==> src/rtl/julia_pkg.sv <==
// Shared types for the julia renderer: worker indices, pixel types
// and the pixel write arbiter state encoding.
package julia_pkg;

  localparam int NUM_WORKERS_DEF = 16;

  typedef logic [31:0] pix_addr_t;
  typedef logic [31:0] pix_color_t;

  typedef logic [$clog2(16)-1:0] worker_idx_t;

  typedef enum logic [1:0] {
    IDLE,
    WRITE,
    DONE
  } arb_state_t;

endpackage

==> src/rtl/rr_priority_pick.sv <==
// Rotated priority encoder: first set bit of req scanning from rr_ptr
// upward, wrapping at N. Shared by the arbiter and the dispatcher.
module rr_priority_pick #(
  parameter int N  = 16,
  parameter int IW = (N > 1) ? $clog2(N) : 1
) (
  input  logic [N-1:0]  req,
  input  logic [IW-1:0] rr_ptr,
  output logic [IW-1:0] grant,
  output logic          any_req
);

  always_comb begin
    int j;
    j       = 0;
    grant   = '0;
    any_req = |req;
    // scan backwards so the lowest rotated position wins last
    for (int i = N - 1; i >= 0; i--) begin
      j = int'(rr_ptr) + i;
      if (j >= N) j = j - N;
      if (req[j]) grant = IW'(j);
    end
  end

endmodule

==> src/rtl/pixel_write_arbiter.sv <==
// Round-robin arbiter from the julia workers onto the pixel write port.
// Define MC_PIX_CNT_EN to add the pix_count / cnt_clr written-pixel counter.
module pixel_write_arbiter
  import julia_pkg::*;
#(
  parameter int NUM_WORKERS = NUM_WORKERS_DEF,
  parameter int ADDR_W      = 32,
  parameter int DATA_W      = 32
) (
  input  logic                               clk,
  input  logic                               n_rst,
  input  logic [NUM_WORKERS-1:0]             jw_done,
  input  logic [NUM_WORKERS-1:0][DATA_W-1:0] color,
  input  logic [NUM_WORKERS-1:0][ADDR_W-1:0] address,
  input  logic                               wr_done,
  output logic [NUM_WORKERS-1:0]             mc_done,
  output logic [NUM_WORKERS-1:0]             mc_busy,
  output logic [ADDR_W-1:0]                  wr_addr,
  output logic [DATA_W-1:0]                  wr_data,
  output logic                               wr_ready
`ifdef MC_PIX_CNT_EN
  ,
  input  logic                               cnt_clr,
  output logic [31:0]                        pix_count
`endif
);

  localparam int IW = (NUM_WORKERS > 1) ? $clog2(NUM_WORKERS) : 1;

  arb_state_t state, state_n;

  logic [IW-1:0]          rr_ptr, ptr_n;
  logic [IW-1:0]          grant, grant_n;
  logic [IW-1:0]          pick;
  logic                   any_req;
  logic                   ready_n;
  logic [ADDR_W-1:0]      addr_n;
  logic [DATA_W-1:0]      data_n;
  logic [NUM_WORKERS-1:0] done_n;
  logic [NUM_WORKERS-1:0] busy_n;

  rr_priority_pick #(
    .N  (NUM_WORKERS),
    .IW (IW)
  ) u_pick (
    .req     (jw_done),
    .rr_ptr  (rr_ptr),
    .grant   (pick),
    .any_req (any_req)
  );

  always_comb begin
    state_n = state;
    ptr_n   = rr_ptr;
    grant_n = grant;
    ready_n = wr_ready;
    addr_n  = wr_addr;
    data_n  = wr_data;
    done_n  = '0;
    busy_n  = mc_busy;
    unique case (state)
      IDLE: begin
        if (any_req) begin
          grant_n = pick;
          addr_n  = address[pick];
          data_n  = color[pick];
          ready_n = 1'b1;
          busy_n  = '1;
          state_n = WRITE;
        end
      end
      WRITE: begin
        if (wr_done) begin
          ready_n = 1'b0;
          done_n  = NUM_WORKERS'(1) << grant;
          ptr_n   = (grant == IW'(NUM_WORKERS - 1)) ? '0
                                                   : grant + IW'(1);
          state_n = DONE;
        end
      end
      DONE: begin
        busy_n  = '0;
        state_n = IDLE;
      end
      default: begin
        state_n = IDLE;
      end
    endcase
  end

  always_ff @(posedge clk) begin
    if (n_rst) begin
      state    <= IDLE;
      rr_ptr   <= '0;
      grant    <= '0;
      wr_ready <= 1'b0;
      wr_addr  <= '0;
      wr_data  <= '0;
      mc_done  <= '0;
      mc_busy  <= '0;
    end else begin
      state    <= state_n;
      rr_ptr   <= ptr_n;
      grant    <= grant_n;
      wr_ready <= ready_n;
      wr_addr  <= addr_n;
      wr_data  <= data_n;
      mc_done  <= done_n;
      mc_busy  <= busy_n;
    end
  end

`ifdef MC_PIX_CNT_EN
  always_ff @(posedge clk) begin
    if (n_rst) begin
      pix_count <= '0;
    end else if (cnt_clr) begin
      pix_count <= '0;
    end else if (state == WRITE && wr_done) begin
      pix_count <= pix_count + 32'd1;
    end
  end
`endif

endmodule

==> config.mk <==
export PLATFORM = sky130hd
export DESIGN_NAME = pixel_write_arbiter
export DESIGN_NICKNAME = d
export VERILOG_FILES = /design/src/rtl/julia_pkg.sv /design/src/rtl/rr_priority_pick.sv /design/src/rtl/pixel_write_arbiter.sv
export SDC_FILE = /design/constraint.sdc
export NUM_CORES = 1
export LEC_CHECK = 0
export BUFFER_PORTS_ARGS = -buffer_cell sky130_fd_sc_hd__clkbuf_2
export CORE_AREA = 4 4 444 446
export DETAILED_ROUTE_END_ITERATION = 12
export DIE_AREA = 0 0 448 450
export SETUP_SLACK_MARGIN = 0.5
export SKIP_LAST_GASP = 1
export SYNTH_ARGS = -nofsm -noshare
export SYNTH_HDL_FRONTEND = slang
export SYNTH_SLANG_ARGS = --single-unit
==> constraint.sdc <==
create_clock -name clk -period 6.49 [get_ports clk]
set_input_delay 0.649 -clock clk [delete_from_list [all_inputs] [get_ports clk]]
set_output_delay 0.649 -clock clk [all_outputs]
set_load 0.01 [all_outputs]
# After elaboration in Yosys (flattened, before gate mapping)
# Cells that the tools add are included.
word_totals:
  regBits: 107
  latch_bits: 0
  mem_bits_rw: 0
  mem_bits_ro: 0
  in_bits: 1043
  out_inout_bits: 97
  wordCells: 184
  n_memories: 0
op_classes:
  addsub: 32
  n_mul: 0
  n_div: 0
  magnitude_cmp: 33
  eq_ne: 5
  shift: 1
  mux: 93
  n_bitwise: 2
  reduce_logical: 10
op_table:
  columns: ["operator", "count"]
  rows:
  - ["two-way mux 32 bit", 18]
  - ["less-than comparator 32 x 6 -> 1 bit (second input constant)", 16]
  - [">= comparator 32 x 6 -> 1 bit (second input constant)", 15]
  - ["subtractor 32 x 6 -> 32 bit (second input constant)", 15]
  - ["binary-select mux 32 bit (select 4 bit)", 2]
  - ["two-way mux 4 bit", 17]
  - ["binary-select mux 1 bit (select 4 bit)", 16]
  - ["adder 4 x 4 -> 5 bit (second input constant)", 8]
  - ["two-way mux 1 bit", 34]
  - ["case mux 16 bit (2 select lines)", 1]
  - ["adder 4 x 3 -> 5 bit (second input constant)", 4]
  - ["two-way mux 16 bit", 1]
  - ["OR reduction 16 bit", 1]
  - ["<< shifter 1 x 4 -> 16 bit (first input constant)", 1]
  - ["adder 4 x 2 -> 5 bit (second input constant)", 2]
  - ["AND reduction 2 bit", 4]
  - ["subtractor 4 x 5 -> 6 bit (second input constant)", 1]
  - ["adder 4 x 1 -> 5 bit (second input constant)", 1]
  - [">= comparator 4 x 5 -> 1 bit (second input constant)", 1]
  - ["less-than comparator 4 x 5 -> 1 bit (second input constant)", 1]
  - ["adder 4 x 1 -> 4 bit (second input constant)", 1]
  - ["== test 4 bit (second input constant)", 1]
  - ["two-way mux 2 bit", 2]
  - ["inequality test 2 bit (second input constant)", 2]
  - ["other kinds (9)", 11]

# Logic depth before layout (Yosys ltp)
depth:
  ltp_word: 24
  mapped_depth: 24
  mapped_depth_nobuf: 14

# Hierarchy
# Synthesis repeated with hierarchy kept, for this count alone.
unflattened:
  cells_unflattened: 1047
  area_unflattened_um2: 12902.4
by_module_without_submodules:
  columns: ["mod", "n_inst", "cells_per_inst", "area_each_um2"]
  rows:
  - ["pixel_write_arbiter", 1, 790, 10640.2]
  - ["rr_priority_pick", 1, 257, 2262.2]

# Worst setup path before layout
# OpenSTA, ideal clock, no wires.
synth_timing:
  kind: "reg-to-reg"
  startpoint: "reg rr_ptr[0]"
  endpoint: "reg wr_addr[0]"
  setup_ns: 0.132
  arrival_ns: 4.987
  required_ns: 6.358
  slack_ns: 1.371
  path_stages_with_launch: 24
  path_buffers: 9
  period_less_slack_ns: 5.119
  path_cell_list: "dfxtp_1 buf_6 inv_2 buf_1 clkbuf_1 clkbuf_1 ha_1 buf_6 buf_6 mux2_4 mux4_2 or2_1 nor3_1 o2111ai_1 o22a_1 a21oi_2 a31o_1 buf_2 buf_6 buf_6 mux2i_1 o32ai_1 o32ai_1 nor3_1"
synth_via:
  elab_chain_cells: 24
  elab_cells_between_ends: 129
synth_rtl:
  columns: ["item", "line", "rtl"]
  rows:
  - ["from (decl)", "pixel_write_arbiter.sv:32", "logic [IW-1:0] rr_ptr, ptr_n;"]
  - ["from (signal assigned)", "pixel_write_arbiter.sv:103", "rr_ptr <= ptr_n;"]
  - ["adder 4 x 4 -> 5 bit", "rr_priority_pick.sv:20", "j = int'(rr_ptr) + i;"]
  - ["subtractor 32 x 6 -> 32 bit or >= comparator 32 x 6 -> 1 bit (tied branches)", "rr_priority_pick.sv:21", "if (j >= N) j = j - N;"]
  - ["two-way mux 32 bit", "rr_priority_pick.sv:21", null]
  - ["binary-select mux 1 bit (select 4 bit)", "rr_priority_pick.sv:22", "if (req[j]) grant = IW'(j);"]
  - ["two-way mux 1 bit (not written as such) (2 in a row)", "rr_priority_pick.sv:22", null]
  - ["two-way mux 4 bit (15 in a row)", "rr_priority_pick.sv:22", null]
  - ["two-way mux 4 bit *", "rr_priority_pick.sv:22", null]
  - ["binary-select mux 32 bit (select 4 bit) *", "pixel_write_arbiter.sv:65", "addr_n = address[pick];"]
  - ["two-way mux 32 bit (not written as such) *", "pixel_write_arbiter.sv:65", null]
  - ["to (signal assigned)", "pixel_write_arbiter.sv:106", "wr_addr <= addr_n;"]
  - ["to (decl)", "pixel_write_arbiter.sv:18", "output logic [ADDR_W-1:0] wr_addr,"]
# Every way passes the cells marked *; elsewhere a longest branch is shown, timed or not. The select of a mux whose other input is x is not followed.
# A chain may end at the register's enable or synchronous reset.

# Worst setup path in the final report
layout_timing:
  startpoint: "reg rr_ptr[0]"
  endpoint: "reg wr_data[14]"
layout_via:
  elab_chain_cells: 24
  elab_cells_between_ends: 129
layout_rtl:
  columns: ["item", "line", "rtl"]
  rows:
  - ["adder 4 x 4 -> 5 bit", "rr_priority_pick.sv:20", null]
  - ["subtractor 32 x 6 -> 32 bit or >= comparator 32 x 6 -> 1 bit (tied branches)", "rr_priority_pick.sv:21", null]
  - ["two-way mux 32 bit", "rr_priority_pick.sv:21", null]
  - ["binary-select mux 1 bit (select 4 bit)", "rr_priority_pick.sv:22", null]
  - ["two-way mux 1 bit (not written as such) (2 in a row)", "rr_priority_pick.sv:22", null]
  - ["two-way mux 4 bit (15 in a row)", "rr_priority_pick.sv:22", null]
  - ["two-way mux 4 bit *", "rr_priority_pick.sv:22", null]
  - ["binary-select mux 32 bit (select 4 bit) *", "pixel_write_arbiter.sv:66", "data_n = color[pick];"]
  - ["two-way mux 32 bit (not written as such) *", "pixel_write_arbiter.sv:66", null]
  - ["to (signal assigned)", "pixel_write_arbiter.sv:107", "wr_data <= data_n;"]
  - ["to (decl)", "pixel_write_arbiter.sv:19", "output logic [DATA_W-1:0] wr_data,"]
# Marks and branches as above.

==> results.md <==
* Fin crit period at between 5 and 6 ns
* GRT Residual Overflow at 0
* Worst EP arrival at just over 6 ns
* Most frequent cells in the layout: clkbuf_2, nor2_1, a211oi_1, a221oi_1, o32ai_1
* FP Rows at 161
* Leak pwr at about 11 nW
* Remaining DRCs at 0
* Initial Util at 0.0819
* Final worst path period share at 0.898
* HP Start: n_rst
* Post-DP HPWL at 155000 µm
* Worst reg2reg path endpoint: wr_data[14]
* Synth-to-layout area growth at 59.8%
* Final Hold Viols at 0
* Largest net degree at the start of global routing at 95
* CTS tree: done
* Nets@finish at about 4200
* Fill cells at 22300
* Avg Vias per Cell at about 4.5
* Layout cell share with drive strength beyond 1 at 0.437
* Max-cap violation count at 0
* Status: finished, final reports clean
* CTS buffer count at 9
* Core area at 193000 µm²
* Worst endpoint required time at 6.84 ns
* IO Pins at 1140
* Max FO, Critical Path at 46
* Top_reg_cell synth: dfxtp_1
* Most common cell after layout, fill and taps aside: clkbuf_2
* Initial antenna violation count at 117
* Hold buffer count at CTS at 0
* Yosys reg bits at between 90 and 100
* Post-synth EDFFs at 0
* Met1 Use GR at 0.201
* First-pass GRT wire length at ~230000 µm
* Syn Inst Count at 2146
* Vias in the first global route at around 24000
* Final Setup Violations at 0
* R2r worst-path depth at 17
* Die area at 202000 µm²
* Register area share after synthesis at 0.117
* Cell area after placement at 24700 µm²
* Peak VDD IR at 0.170 mV
* Via count at 25500
* Final WS setup at 0.663 ns
* Yosys cell types at 90
* Worst Hold Depth at 2
* Final instance area at 25200 µm²
* Fin. max-slew vios at 0
* Mapped Avg Cell Area at ~7.4 µm²
* Fmax at 0.172 GHz
* CTS clk-pin slew, worst paths at between 0.1 and 0.15 ns
* Crit path kind: flop to flop
* H-tree levels at 3
* Detailed Routing Iterations Pass 1 at 6
* Syn Nets at 3202
* Total wire length at 182000 µm
* Synth Warn # at 0
* R2r startpoint: rr_ptr[0]
* Root Buffer: clkbuf_16
* Skew-Pair Late Insertion Delay at between 0.4 and 0.5 ns
* Die H at between 400 and 500 µm
* Pre-CTS setup slack at between 0.09 and 0.1 ns
* Synth Cell Area at 15800 µm²
* Hold endpoint: wr_data[3]
* Synth async-reset ratio at 0
* Crit end category: flop
* Post-route ant nets at 0
* Clock Tree Buf Depth at 2
* Port Buffer Count at roughly 1100
* Average wire per standard cell at between 30 and 40 µm
* Setup slack, reg-to-reg at 0.66 ns
* Max-slew headroom at the worst pin at 0.280
* Power per Cell Area at 272 nW/µm²
* Clk_skew at roughly 0.04 ns
* Die width at 448 µm
* 1st-iter DRT viols at 3254
* RSZ-0062 raised after global routing: no
* Clk sinks at 92
* Min-Delay Path Class: primary input to flop
* Tot GR Track Use at 0.170
* Startpoint Class: flop
* Routability Congestion at 0.971
* GR peak layer: met2
* Measured slew at the worst slew-check pin at 1.08 ns
* Met3 usage at 0.0445
* Met2 global-route usage at 0.287
-- power breakdown --
part / internal (mW) / switching, mW
Sequential: 0.684 / 0.140
Combinational: 1.79 / 3.53
Clock: 0.311 / 0.402
-- timing repair --
item                       in CTS  in global routing
setup endpoints to repair      12                 21
buffers inserted                0                  1
resized for setup              10                  7
pin swaps                       0                  1
-- registers in the layout (all words and copies together) (netlist names) --
name,cells
wr_addr,32
wr_data,32
mc_done,16
grant,4
rr_ptr,4
state,2
mc_busy,1
wr_ready,1
-- cells by family (layout without fill, tap and decap cells) --
logic type | Yosys count | in the layout | share of synthesized area
AOI/OAI and AO/OA | 876 | 876 | 0.440
and+or+nand+nor | 654 | 654 | 0.174
buffers and inverters | 284 | 1292 | 0.0879
muxes | 215 | 215 | 0.162
DFF | 92 | 92 | 0.117
adders and majority gates | 13 | 13 | 0.0103
xor gates and xnor gates | 12 | 12 | 0.00833
other | 0 | 36 | 0
-- how the worst max path moves through the flow --
| stage | from | to | depth (start not counted) |
|---|---|---|---|
| after global placement | rr_ptr[0] | wr_addr[22] | 17 |
| after floorplan | rr_ptr[0] | wr_addr[0] | 23 |
| final | rr_ptr[0] | wr_data[14] | 17 |
| after CTS | rr_ptr[0] | wr_data[14] | 15 |
| after detailed placement | rr_ptr[0] | wr_addr[20] | 18 |
| after global routing | rr_ptr[0] | wr_addr[17] | 16 |
-- critical path, cell delays in order, from the launching register on --
cell and delay, ns:
dfxtp_4 0.60, inv_4 0.16, ha_2 0.51, buf_4 0.23, mux2_4 0.32, mux4_2 0.48
or2_1 0.25, nor3_1 0.22, o2111ai_1 0.21, o22a_1 0.29, a21oi_2 0.30, a31o_4 0.19
buf_12 0.23, buf_12 0.29, mux2i_1 0.23, o32ai_1 0.16, o32ai_1 0.83, nor3_1 0.09
-- stage by stage --
stage	hold WS, ns	power, mW	util	std cells	setup TNS [ns]
after detailed placement	0.485	6.14	0.128	5663	0
after floorplan	0.500	3.45	-	2146	0
final	0.467	6.85	0.131	5716	0
after CTS	0.381	6.93	0.130	5679	0
after global placement	0.476	6.13	0.128	5660	-0.169
after global routing	0.414	7.25	0.131	5706	0
-- cells in the mapped netlist, drive strengths merged, types with 8 or more instances --
cell type  number  area share
nand3           9      0.0029
a21oi          86       0.028
buf           145       0.055
ha             13       0.010
nor2          349       0.083
a221oi        192        0.11
and2           11      0.0045
a211oi        194       0.092
clkbuf        126       0.030
and3           12      0.0048
mux2           22       0.017
o21ai          15      0.0057
a31oi           8      0.0045
mux4           25       0.036
o32ai         190        0.11
o22ai          68       0.027
a32oi          68       0.038
mux2i         168        0.11
inv            13      0.0031
nand2         161       0.038
dfxtp          92        0.12
nor3           74       0.024
-- layout make-up --
type / instances / area [µm²] / share of cell area
tap: 2526 / 3160 / 0.125
antenna: 36 / 90.1 / 0.00357
inverter: 13 / 51.3 / 0.00203
timing repair buffer: 1263 / 6960 / 0.276
clock buffer: 9 / 225 / 0.00893
sequential: 92 / 1850 / 0.0732
multi-input combinational: 1770 / 12800 / 0.507
clock inverter: 7 / 91.3 / 0.00362
-- per-layer routing --
| metal | share of wire | vias to the layer above |
|---|---|---|
| li1 | - | 10800 |
| met1 | 0.38 | 12600 |
| met2 | 0.48 | 1768 |
| met3 | 0.093 | 305 |
| met4 | 0.045 | 34 |
| met5 | 0.0012 | - |
(Power assumes the default switching activity.)
